==> src/rtl/div_iter.sv <==
// div_iter: iterative radix-2 restoring divider for DIV/DIVU.
//
// Takes a start request, latches both operands, then runs one restoring step per cycle for
// DATA_W cycles. The result is held, with ready_o set, until the requester drops start_i.
//
// Ports:
//   clk          rising-edge clock
//   rst          asynchronous reset, active-low
//   signed_div_i 1 = signed (DIV), 0 = unsigned (DIVU); sampled with start_i
//   opdata1_i    dividend; sampled with start_i
//   opdata2_i    divisor; sampled with start_i
//   start_i      request; held high until ready_o is seen, then dropped
//   annul_i      flush of an in-flight division (honoured in BYZERO and ON)
//   result_o     {remainder, quotient}; upper half to HI, lower half to LO
//   ready_o      result valid
//   dz_o         divisor was zero; valid while ready_o is high
//   busy_o       high in BYZERO and ON; used for stall generation
module div_iter #(
    parameter int unsigned DATA_W = 32
) (
    input  logic                  clk,
    input  logic                  rst,
    input  logic                  signed_div_i,
    input  logic [DATA_W-1:0]     opdata1_i,
    input  logic [DATA_W-1:0]     opdata2_i,
    input  logic                  start_i,
    input  logic                  annul_i,
    output logic [2*DATA_W-1:0]   result_o,
    output logic                  ready_o,
    output logic                  dz_o,
    output logic                  busy_o
);

    localparam int unsigned CntW = $clog2(DATA_W + 1);

    typedef enum logic [1:0] {StIdle, StByZero, StOn, StEnd} state_e;

    state_e            state_q;
    logic [DATA_W-1:0] rem_q;      // partial remainder
    logic [DATA_W-1:0] dvd_q;      // dividend, shifted out as quotient bits shift in
    logic [DATA_W-1:0] dvs_q;      // divisor magnitude
    logic [CntW-1:0]   cnt_q;
    logic              neg_quo_q;
    logic              neg_rem_q;

    logic [DATA_W-1:0] abs1_d, abs2_d;
    logic              neg_quo_d, neg_rem_d;
    logic [DATA_W:0]   shifted_d, diff_d;
    logic [DATA_W-1:0] rem_step_d, dvd_step_d;
    logic [DATA_W-1:0] quo_fix_d, rem_fix_d;

    always_comb begin
        abs1_d    = (signed_div_i && opdata1_i[DATA_W-1]) ? -opdata1_i : opdata1_i;
        abs2_d    = (signed_div_i && opdata2_i[DATA_W-1]) ? -opdata2_i : opdata2_i;
        neg_quo_d = signed_div_i && (opdata1_i[DATA_W-1] ^ opdata2_i[DATA_W-1]);
        neg_rem_d = signed_div_i && opdata1_i[DATA_W-1];

        // rem < dvs < 2^DATA_W, so the shifted value fits DATA_W+1 bits and the MSB of the
        // wrapped difference is set exactly when the trial subtraction goes negative.
        shifted_d  = {rem_q, dvd_q[DATA_W-1]};
        diff_d     = shifted_d - {1'b0, dvs_q};
        rem_step_d = diff_d[DATA_W] ? shifted_d[DATA_W-1:0] : diff_d[DATA_W-1:0];
        dvd_step_d = {dvd_q[DATA_W-2:0], ~diff_d[DATA_W]};

        quo_fix_d = neg_quo_q ? -dvd_q : dvd_q;
        rem_fix_d = neg_rem_q ? -rem_q : rem_q;
    end

    assign busy_o = (state_q == StByZero) || (state_q == StOn);

    always_ff @(posedge clk or negedge rst) begin
        if (!rst) begin
            state_q   <= StIdle;
            rem_q     <= '0;
            dvd_q     <= '0;
            dvs_q     <= '0;
            cnt_q     <= '0;
            neg_quo_q <= 1'b0;
            neg_rem_q <= 1'b0;
            result_o  <= '0;
            ready_o   <= 1'b0;
            dz_o      <= 1'b0;
        end else begin
            unique case (state_q)
                StIdle: begin
                    if (start_i && !annul_i) begin
                        if (opdata2_i == '0) begin
                            state_q <= StByZero;
                        end else begin
                            state_q   <= StOn;
                            dvd_q     <= abs1_d;
                            dvs_q     <= abs2_d;
                            rem_q     <= '0;
                            cnt_q     <= '0;
                            neg_quo_q <= neg_quo_d;
                            neg_rem_q <= neg_rem_d;
                        end
                    end
                end
                StByZero: begin
                    if (annul_i) begin
                        state_q <= StIdle;
                    end else begin
                        state_q  <= StEnd;
                        result_o <= '0;
                        dz_o     <= 1'b1;
                        ready_o  <= 1'b1;
                    end
                end
                StOn: begin
                    if (annul_i) begin
                        state_q <= StIdle;
                    end else if (cnt_q == CntW'(DATA_W)) begin
                        state_q  <= StEnd;
                        result_o <= {rem_fix_d, quo_fix_d};
                        dz_o     <= 1'b0;
                        ready_o  <= 1'b1;
                    end else begin
                        rem_q <= rem_step_d;
                        dvd_q <= dvd_step_d;
                        cnt_q <= cnt_q + 1'b1;
                    end
                end
                StEnd: begin
                    if (!start_i) begin
                        state_q  <= StIdle;
                        result_o <= '0;
                        dz_o     <= 1'b0;
                        ready_o  <= 1'b0;
                    end
                end
                default: state_q <= StIdle;
            endcase
        end
    end

endmodule

==> config.mk <==
export PLATFORM = sky130hd
export DESIGN_NAME = div_iter
export DESIGN_NICKNAME = d
export VERILOG_FILES = /design/src/rtl/div_iter.sv
export SDC_FILE = /design/constraint.sdc
export NUM_CORES = 1
export LEC_CHECK = 0
export CAP_MARGIN = 30
export CELL_PAD_IN_SITES_DETAIL_PLACEMENT = 0
export CELL_PAD_IN_SITES_GLOBAL_PLACEMENT = 1
export CORE_MARGIN = 5
export CORE_UTILIZATION = 40
export DETAILED_ROUTE_END_ITERATION = 7
export PLACE_DENSITY_LB_ADDON = 0.1
export RECOVER_POWER = 25
export SLEW_MARGIN = 10
export SYNTH_ARGS = -nofsm -noshare
export SYNTH_HDL_FRONTEND = slang
export SYNTH_SLANG_ARGS = --single-unit
==> constraint.sdc <==
create_clock -name clk -period 3.8 [get_ports clk]
set_input_delay 0.57 -clock clk [delete_from_list [all_inputs] [get_ports clk]]
set_output_delay 0.57 -clock clk [all_outputs]
set_load 0.05 [all_outputs]
== Yosys cells after proc, flatten, opt, wreduce, memory -nomap -nowiden ==
Index checks and enable logic that the tools add are counted.
Word-level totals
  flip-flop bits (word level): 172
  output and inout port bits: 67
Cells by class
  eq/ne operators: 12
  multiplexer cells: 40
  reduce and logical (&&, ||, !) cells: 14
  bitwise logic cells: 3
  add/subtract/negate cells: 6
Operator list (number)
  32-bit 2-to-1 mux: 13
  64-bit 2-to-1 mux: 4
  64-bit case mux with 3 select lines: 1
  32-bit negator: 4
  32-bit case mux with 2 select lines: 2
  33-bit by 32-bit subtractor with 33-bit output: 1
  32-bit zero test: 1
  6-bit 2-to-1 mux: 4
  2-bit 2-to-1 mux: 6
  2-bit inequality test, second input constant: 6
  6-bit case mux with 2 select lines: 1
  5-bit AND reduction: 2
  2-bit case mux with 4 select lines: 1
  6-bit by 1-bit adder with 6-bit output, second input constant: 1
  6-bit equality test, second input constant: 1
  1-bit 2-to-1 mux: 6
  1-bit case mux with 3 select lines: 2
  3-bit AND reduction: 2
  2-bit equality test, second input constant: 2
  1-bit logical AND: 4
  3-bit by 2-bit inequality test with 1-bit output, second input constant: 1
  3-bit nonzero test: 1
  2-bit by 1-bit equality test with 1-bit output, second input constant: 1
  2-bit zero test: 1
  other kinds (6): 7

== Logic depth before layout (Yosys ltp) ==
Gate-level depths: netlist of run 1.
  depth after elaboration: 5
  gate-level depth with buffers: 13
  depth with buffers taken out: 11

== Least setup slack after synthesis of run 1 ==
No wires, ideal clock.
  path kind: input -> register
  from: input opdata2_i[0]
  to: register dvd_q[25]
  buffers on the path: 1
  data required time: 3.674 ns
  stages: 11
  arrival time: 3.109 ns
  path slack: 0.565 ns
  cells stage by stage: inv_1 -> ha_1 -> or4b_1 -> or3_4 -> nor3b_1 -> nand4_1 -> or4_4 -> a31oi_4 -> buf_4 -> nor3_1 -> a221o_1
Between the ends
  cells in the longest elaborated chain, start to end: 3
RTL lines
  start: declaration: line 25  | input logic [DATA_W-1:0] opdata2_i,
  32-bit zero test: line 87  | if (opdata2_i == '0) begin
  2-bit inequality test (no source line)
  5-bit AND reduction (no source line)
  end signal: assignment: line 91  | dvd_q <= abs1_d;
  end signal: assignment: line 120  | dvd_q <= dvd_step_d;
  end: declaration: line 40  | logic [DATA_W-1:0] dvd_q;
No other way between the ends.
A chain may end at the register's enable or synchronous reset.

== Worst setup path in the final report of run 1 ==
  from: register dvd_q[31]
  to: register rem_q[21]
Between the ends
  cells in the longest elaborated chain, start to end: 5
RTL lines
  33-bit by 32-bit subtractor with 33-bit output: line 61  | diff_d = shifted_d - {1'b0, dvs_q};
  32-bit 2-to-1 mux: line 62  | rem_step_d = diff_d[DATA_W] ? shifted_d[DATA_W-1:0] : diff_d[DATA_W-1:0];
  32-bit 2-to-1 mux: line 113  | end else if (cnt_q == CntW'(DATA_W)) begin
  32-bit 2-to-1 mux: line 111  | if (annul_i) begin
  32-bit case mux with 2 select lines: line 84  | unique case (state_q)
  end signal: assignment: line 119  | rem_q <= rem_step_d;
  end: declaration: line 39  | logic [DATA_W-1:0] rem_q;
No other way between the ends. The select of a mux whose other input is x is not followed.

==> results of run 1 <==
placed cells by master (no fill, tap or decap), types with 14 or more instances in the layout:
cell | netlist | final
a21o_1 | 14 | 14
a21oi_1 | 103 | 103
buf_4 | 6 | 29
clkbuf_16 | 0 | 17
clkdlybuf4s50_1 | 0 | 134
dfrtp_1 | 172 | 172
ha_1 | 43 | 42
inv_1 | 55 | 55
nand2_1 | 205 | 204
nand2b_1 | 20 | 20
nand3_1 | 37 | 36
nor2_1 | 76 | 76
nor3_1 | 23 | 23
o21ai_0 | 162 | 162
o311ai_0 | 20 | 20
o31ai_1 | 29 | 29
o41ai_1 | 18 | 18
xnor2_1 | 51 | 51
xor2_1 | 90 | 90
power by group:
| group | leakage (nW) | internal [mW] | total (mW) | switching [mW] |
|---|---|---|---|---|
| Combinational | 3.35 | 2.32 | 5.94 | 3.62 |
| Clock | 0.321 | 1.15 | 1.94 | 0.784 |
| Sequential | 2.21 | 2.39 | 3.16 | 0.777 |
synth_stat cells, types with 29 or more instances:
cell,number
o21ai_0,162
nand3_1,37
ha_1,43
o31ai_1,29
xor2_1,90
dfrtp_1,172
a21oi_1,103
nand2_1,205
clkbuf_1,55
xnor2_1,51
nor2_1,76
inv_1,55
worst min-delay path: stages (launching register included):
cell and delay [ns]:
dfrtp_1 0.34, nand2_1 0.05, o31ai_1 0.05
registers in the layout, summed over array words and instances, names as in the netlist:
name       cells
result_o      64
dvd_q         32
dvs_q         32
rem_q         32
cnt_q          6
state_q        2
dz_o           1
neg_quo_q      1
neg_rem_q      1
ready_o        1
per-layer routing:
layer	GRT usage, %	vias up	share of wire [%]	wire (um)
met3	3.48	15	5.5	1750
li1	-	5114	-	-
met4	3.23	0	0.80	256
met5	0	-	0	0
met2	26.7	249	38	12100
met1	34.9	4724	56	18000
path summary, 6_finish.rpt:
kind,start,endpoint
hold reg to reg,dz_o,dz_o
min in group asynchronous,rst,result_o[22]
setup / recovery,dvd_q[31],rem_q[21]
max in group asynchronous,rst,dvs_q[12]
hold / removal,dz_o,dz_o
setup reg to reg,dvd_q[31],rem_q[21]
area by class of cell:
class	instances	area share, %
tap	378	3.39
sequential	172	30.8
inverter	55	1.48
clock inverter	13	1.42
clock buffer	19	3.24
multi-input combinational	1062	47.3
timing repair buffer	172	12.4
cells by family (layout without fill, tap and decap cells):
family | after synthesis | in the layout
compound gates | 414 | 414
flops | 172 | 172
buf+inv | 129 | 259
mux | 9 | 9
simple gates | 454 | 454
fa+ha+maj | 44 | 44
xor+xnor | 141 | 141
through the flow:
step | setup WS (ns) | hold slack [ns] | setup TNS (ns)
after global routing | 0.190 | 0.497 | 0
final | 0.334 | 0.474 | 0
after floorplan | 0.565 | 0.274 | 0
after detailed placement | -0.0224 | 0.467 | -0.0324
after CTS | 0.351 | 0.0557 | 0
after global placement | 0.0171 | 0.462 | 0
==> run metrics, run 1 <==
fraction of layout cells with a size suffix above 1 6.50%; worst hold-check path type register to register; failing checks capacitance limit, slew limit; CP endpoint kind register; largest net degree at the start of global routing 72; fmax 0.288 GHz; Core Box Area 27900 um2; clk sink count 172; clock skew 0.0137 ns; area of the multi-input gates 6600 um2; Crit path required time 4.11 ns; worst slew pin tran 2.46 ns; RSZ-0062 raised after global routing no; post-synthesis simple-gate area fraction 18.7%; initial antenna violation count 0; Final Power 11.0 mW; Syn Inst Count 1363; R2R depth 12; Critical Path Most Common Cell a31o_2; kind of critical path register to register; H-tree depth 4; first-pass GRT wire length 52.6 mm; leak pwr 5.88 nW; placed cell count 1839; Area contributors post-synth dfrtp_1 (38%), o21ai_0 (7.1%), xor2_1 (6.9%); sequential fraction of the synthesis area 37.7%; Die Span X 179 um; row cnt 61; worst stage delay on the critical path 0.39 ns; grt ovf 0; status finished with violations; Seq cells post-synth 172; post-DR vias/cell 5.40; critical path depth 12; Max Cap Violations 1; Critical-path top delay cell fa_1; Post-Synth XOR/XNOR Area 10.8%; Syn. warnings 0; Area Growth Syn to Fin 22.5%; final non-filler cell total 1871; Core Util, Final 50.0%; Post-synth EDFFs 0; drt wl/cell 17.2 um; # resized after CTS 0; fin area 14000 um2; Syn Area/Cell 8.37 um2; Pwr Density 790 nW/um2; ys async rst share 100%; Initial Utilization 40.8%; hold buffer count at CTS 0; ys flop type dfrtp_1; critical-path cell list inv_1 > ha_1 > fa_1 > nand2b_1 > a21oi_1 > o211ai_1 > a31o_2 > o21a_1 > o211a_1 > buf_12 > a32o_1 > a31o_2; Synth Area in Adders 4.89%; I/O Buffers 135; syn_nets 1476; Synth top area share 37.7%; Total GRT Usage 20.5%; Nets 1593; worst skew pair latency 0.44 ns; Startpoint Class register; Longest Clk Path Bufs 2; fin. max-slew vios 46; slew margin rel. -64.1%; post-synthesis cell type count 61; Compound-Gate Fraction of Synth Area 22.5%; post-DP HPWL 24.6 mm; DP Area 13300 um2; main combinational cell family by area after synthesis compound AO/OA/AOI/OAI gates; fill count 2726; DIE AREA 32000 um2; ANT cells 0; final setup vio count 0; chip height 179 um; crit-path leading delay family compound AO/OA/AOI/OAI gates; final worst path period share 91.2%; CTS Root Cell clkbuf_16; RD Place Congestion 0.903; Synth Cell Area 11400 um2; VDD IR max 0.529 mV; total CTS buffers 17; CP Data Arrival Time 3.78 ns; hold depth 2; DRT Pass-1 Iters 5; setup bufs post-CTS 0; Vias 10100; mux cell area share after synthesis 0.812%; post-synth top area cell dfrtp_1; I/O pin total 136; Routed Antenna Nets 0; CTS tree yes; Hold Vio Cnt, Final 0; drc violations 0; minimum clock period 3.47 ns; vias in the first global route 9387; critical path fanouts, max 50; Buf+Inv Stages, Crit Path 2; Worst-path clk slew 0.07 ns; drt total wl 32.1 mm; Iteration-0 DRC Markers 760; R2R setup slack 0.33 ns; storage element area 4300 um2
Note: power is estimated with default switching activity, not from simulation.
==> run 2: changes to the inputs <==
Settings changed: CTS_BUF_LIST set to sky130_fd_sc_hd__clkbuf_8 sky130_fd_sc_hd__clkbuf_16.
==> results of run 2 <==
The final DEF is identical to that of run 1; final timing and power are the same.
==> run 3: changes to the inputs <==
Settings changed: SETUP_SLACK_MARGIN set to 0.2.
==> run 3 against run 2 <==
Against the previous run:
- worst setup slack better by 0.078 ns
- largest power group unchanged
- critical path type unchanged
- register-to-register slack better by 0.08 ns
- clock skew hardly changed
- sequential cell count is the same
- the run still ends with capacitance limit, slew limit left
- design area barely moved
- final cell count did not move
- combinational power about the same
==> run metrics, run 3 (synthesis gave the netlist of run 1 again) <==
drt total wl 32.1 mm (about the same); setup bufs post-CTS 0 (unchanged); largest net degree at the start of global routing 72 (unchanged); Worst-path clk slew 0.07 ns (about the same); worst stage delay on the critical path 0.39 ns (about the same); critical path capture point rem_q[21]; hold buffer count at CTS 0 (unchanged); first-pass GRT wire length 52.6 mm (unchanged); grt ovf 0 (unchanged); I/O Buffers 135 (unchanged); kind of critical path register to register; worst skew pair latency 0.44 ns (about the same); minimum clock period 3.39 ns (-0.0783 ns); highest routed layer met4; most frequent cells in the layout nand2_1 (204), dfrtp_1 (172), o21ai_0 (162); critical path fanouts, max 50 (unchanged); drc violations 0 (unchanged); setup_tns 0 ns (unchanged); slew margin rel. -64.1% (unchanged); Vias 10100 (-0.059%); Clk pwr share 17.6% (about the same); fin. max-slew vios 46 (unchanged); Final Power 11.1 mW (+0.16%); share of power burned in registers 28.6% (about the same); Core Box Area 27900 um2 (unchanged); R2R depth 12 (unchanged); Routed Antenna Nets 0 (unchanged); Logic pwr share 53.8% (about the same); CTS Root Cell clkbuf_16; Critical Path Most Common Cell a31o_2; leak pwr 5.88 nW (about the same); Startpoint Class register; post-DR vias/cell 5.40 (about the same); RR Endpoint rem_q[21]; worst hold-check path type register to register; Hold Vio Cnt, Final 0 (unchanged); I/O pin total 136 (unchanged); Initial Utilization 40.8% (unchanged); total CTS buffers 17 (unchanged); DP Area 13300 um2 (unchanged); Max Cap Violations 1 (unchanged); Buf+Inv Stages, Crit Path 2 (unchanged); RSZ-0062 raised after global routing no; failing checks capacitance limit, slew limit; post-DP HPWL 24.6 mm (unchanged); # resized after CTS 0 (unchanged); critical path depth 12 (unchanged); Pwr Density 791 nW/um2 (+0.14%); Net Sw Power 5.20 mW (+0.30%); Die Span X 179 um (unchanged); Total GRT Usage 20.5% (unchanged); crit-path leading delay family compound AO/OA/AOI/OAI gates; WL met2 12.1 mm (+0.53%); final worst path period share 89.2% (-2.1 points); worst slew pin tran 2.46 ns (unchanged); fraction of layout cells with a size suffix above 1 6.56% (+0.067 points); Longest Clk Path Bufs 2 (unchanged); Met1 Wirelength 18.1 mm (+0.32%); vias in the first global route 9387 (unchanged); fin area 14000 um2 (about the same); critical-path cell list inv_1 > ha_1 > fa_1 > nand2b_1 > a21oi_2 > o211ai_1 > a31o_2 > o21a_1 > o211a_1 > buf_12 > a32o_1 > a31o_2; commonest non-fill, non-tap cell in the layout nand2_1; WL met3 1.67 mm (-4.6%); Iteration-0 DRC Markers 752 (-1.1%); final setup vio count 0 (unchanged); Crit path required time 4.11 ns (about the same); CP endpoint kind register; drt wl/cell 17.2 um (about the same); CP Data Arrival Time 3.70 ns (-0.08 ns); clk sink count 172 (unchanged); VDD IR max 0.535 mV (+1.1%); status finished with violations; H-tree depth 4 (unchanged); Nets 1593 (unchanged); R2R setup slack 0.41 ns (+0.08 ns); Area Growth Syn to Fin 22.5% (about the same); row cnt 61 (unchanged); flip-flop count of the largest register after layout 64 (unchanged); FF-to-FF Start dvd_q[31]; clock skew 0.0135 ns (-0.000220 ns); fmax 0.295 GHz (+2.3%); Critical-path top delay cell fa_1; DRT Pass-1 Iters 5 (unchanged); Internal 5.86 mW (about the same); RD Place Congestion 0.903 (unchanged); DIE AREA 32000 um2 (unchanged); CTS tree yes; chip height 179 um (unchanged); Most flops, register result_o; initial antenna violation count 0 (unchanged); ANT cells 0 (unchanged); worst setup path startpoint dvd_q[31]; switching share of power 47.0% (+0.066 points)
run 3: changes by cell type in the layout (fill, tap and decap cells not counted):
cell and delta:
o311ai_0 -1, o311ai_1 +1, a21oi_2 +1, a21oi_1 -1
run 3: worst min-delay path by stage:
| stage | start | to | depth (start not counted) |
|---|---|---|---|
| final | dz_o | dz_o | 2 |
| after global routing | dz_o | dz_o | 2 |
| after CTS | rst | result_o[22] | 1 |
| after detailed placement | dz_o | dz_o | 2 |
| after global placement | ready_o | ready_o | 2 |
| after floorplan | rst | cnt_q[0] | 0 |
run 3: tightest hold or removal path, cell delays in order, from the launching register on:
cell	delay (ns)
dfrtp_1	0.34
nand2_1	0.05
o31ai_1	0.05
run 3: cell type report:
type                            count  area, um2
Fill cell                        2724      14000
Multi-Input combinational cell   1062       6610
Sequential cell                   172       4300
Timing Repair Buffer              172       1730
Tap cell                          378        473
Clock buffer                       19        453
Inverter                           55        206
Clock inverter                     13        198
run 3: per-layer routing:
metal / GRT usage (%) / vias to the layer above
met5: 0 / -
met4: 3.23 / 0
met3: 3.48 / 17
met2: 26.7 / 231
met1: 34.9 / 4741
li1: - / 5107
run 3: power by group through the flow:
stage | logic [mW] | clock network, mW | registers, mW
after floorplan | 4.27 | 0 | 2.96
after global placement | 5.84 | 0 | 3.16
after detailed placement | 5.90 | 0 | 3.17
after CTS | 5.92 | 1.98 | 3.14
after global routing | 6.70 | 2.05 | 3.25
final | 5.95 | 1.94 | 3.16
run 3: metrics by stage:
stage | worst slack [ns] | utilization, % | std cells | hold slack, ns
floorplan | 0.565 | - | 1363 | 0.274
CTS | 0.351 | 50.0 | 1871 | 0.0557
detailed placement | -0.0224 | 47.7 | 1839 | 0.467
finish | 0.412 | 50.0 | 1871 | 0.474
global route | 0.205 | 50.0 | 1871 | 0.497
global placement | 0.0171 | 47.6 | 1838 | 0.462
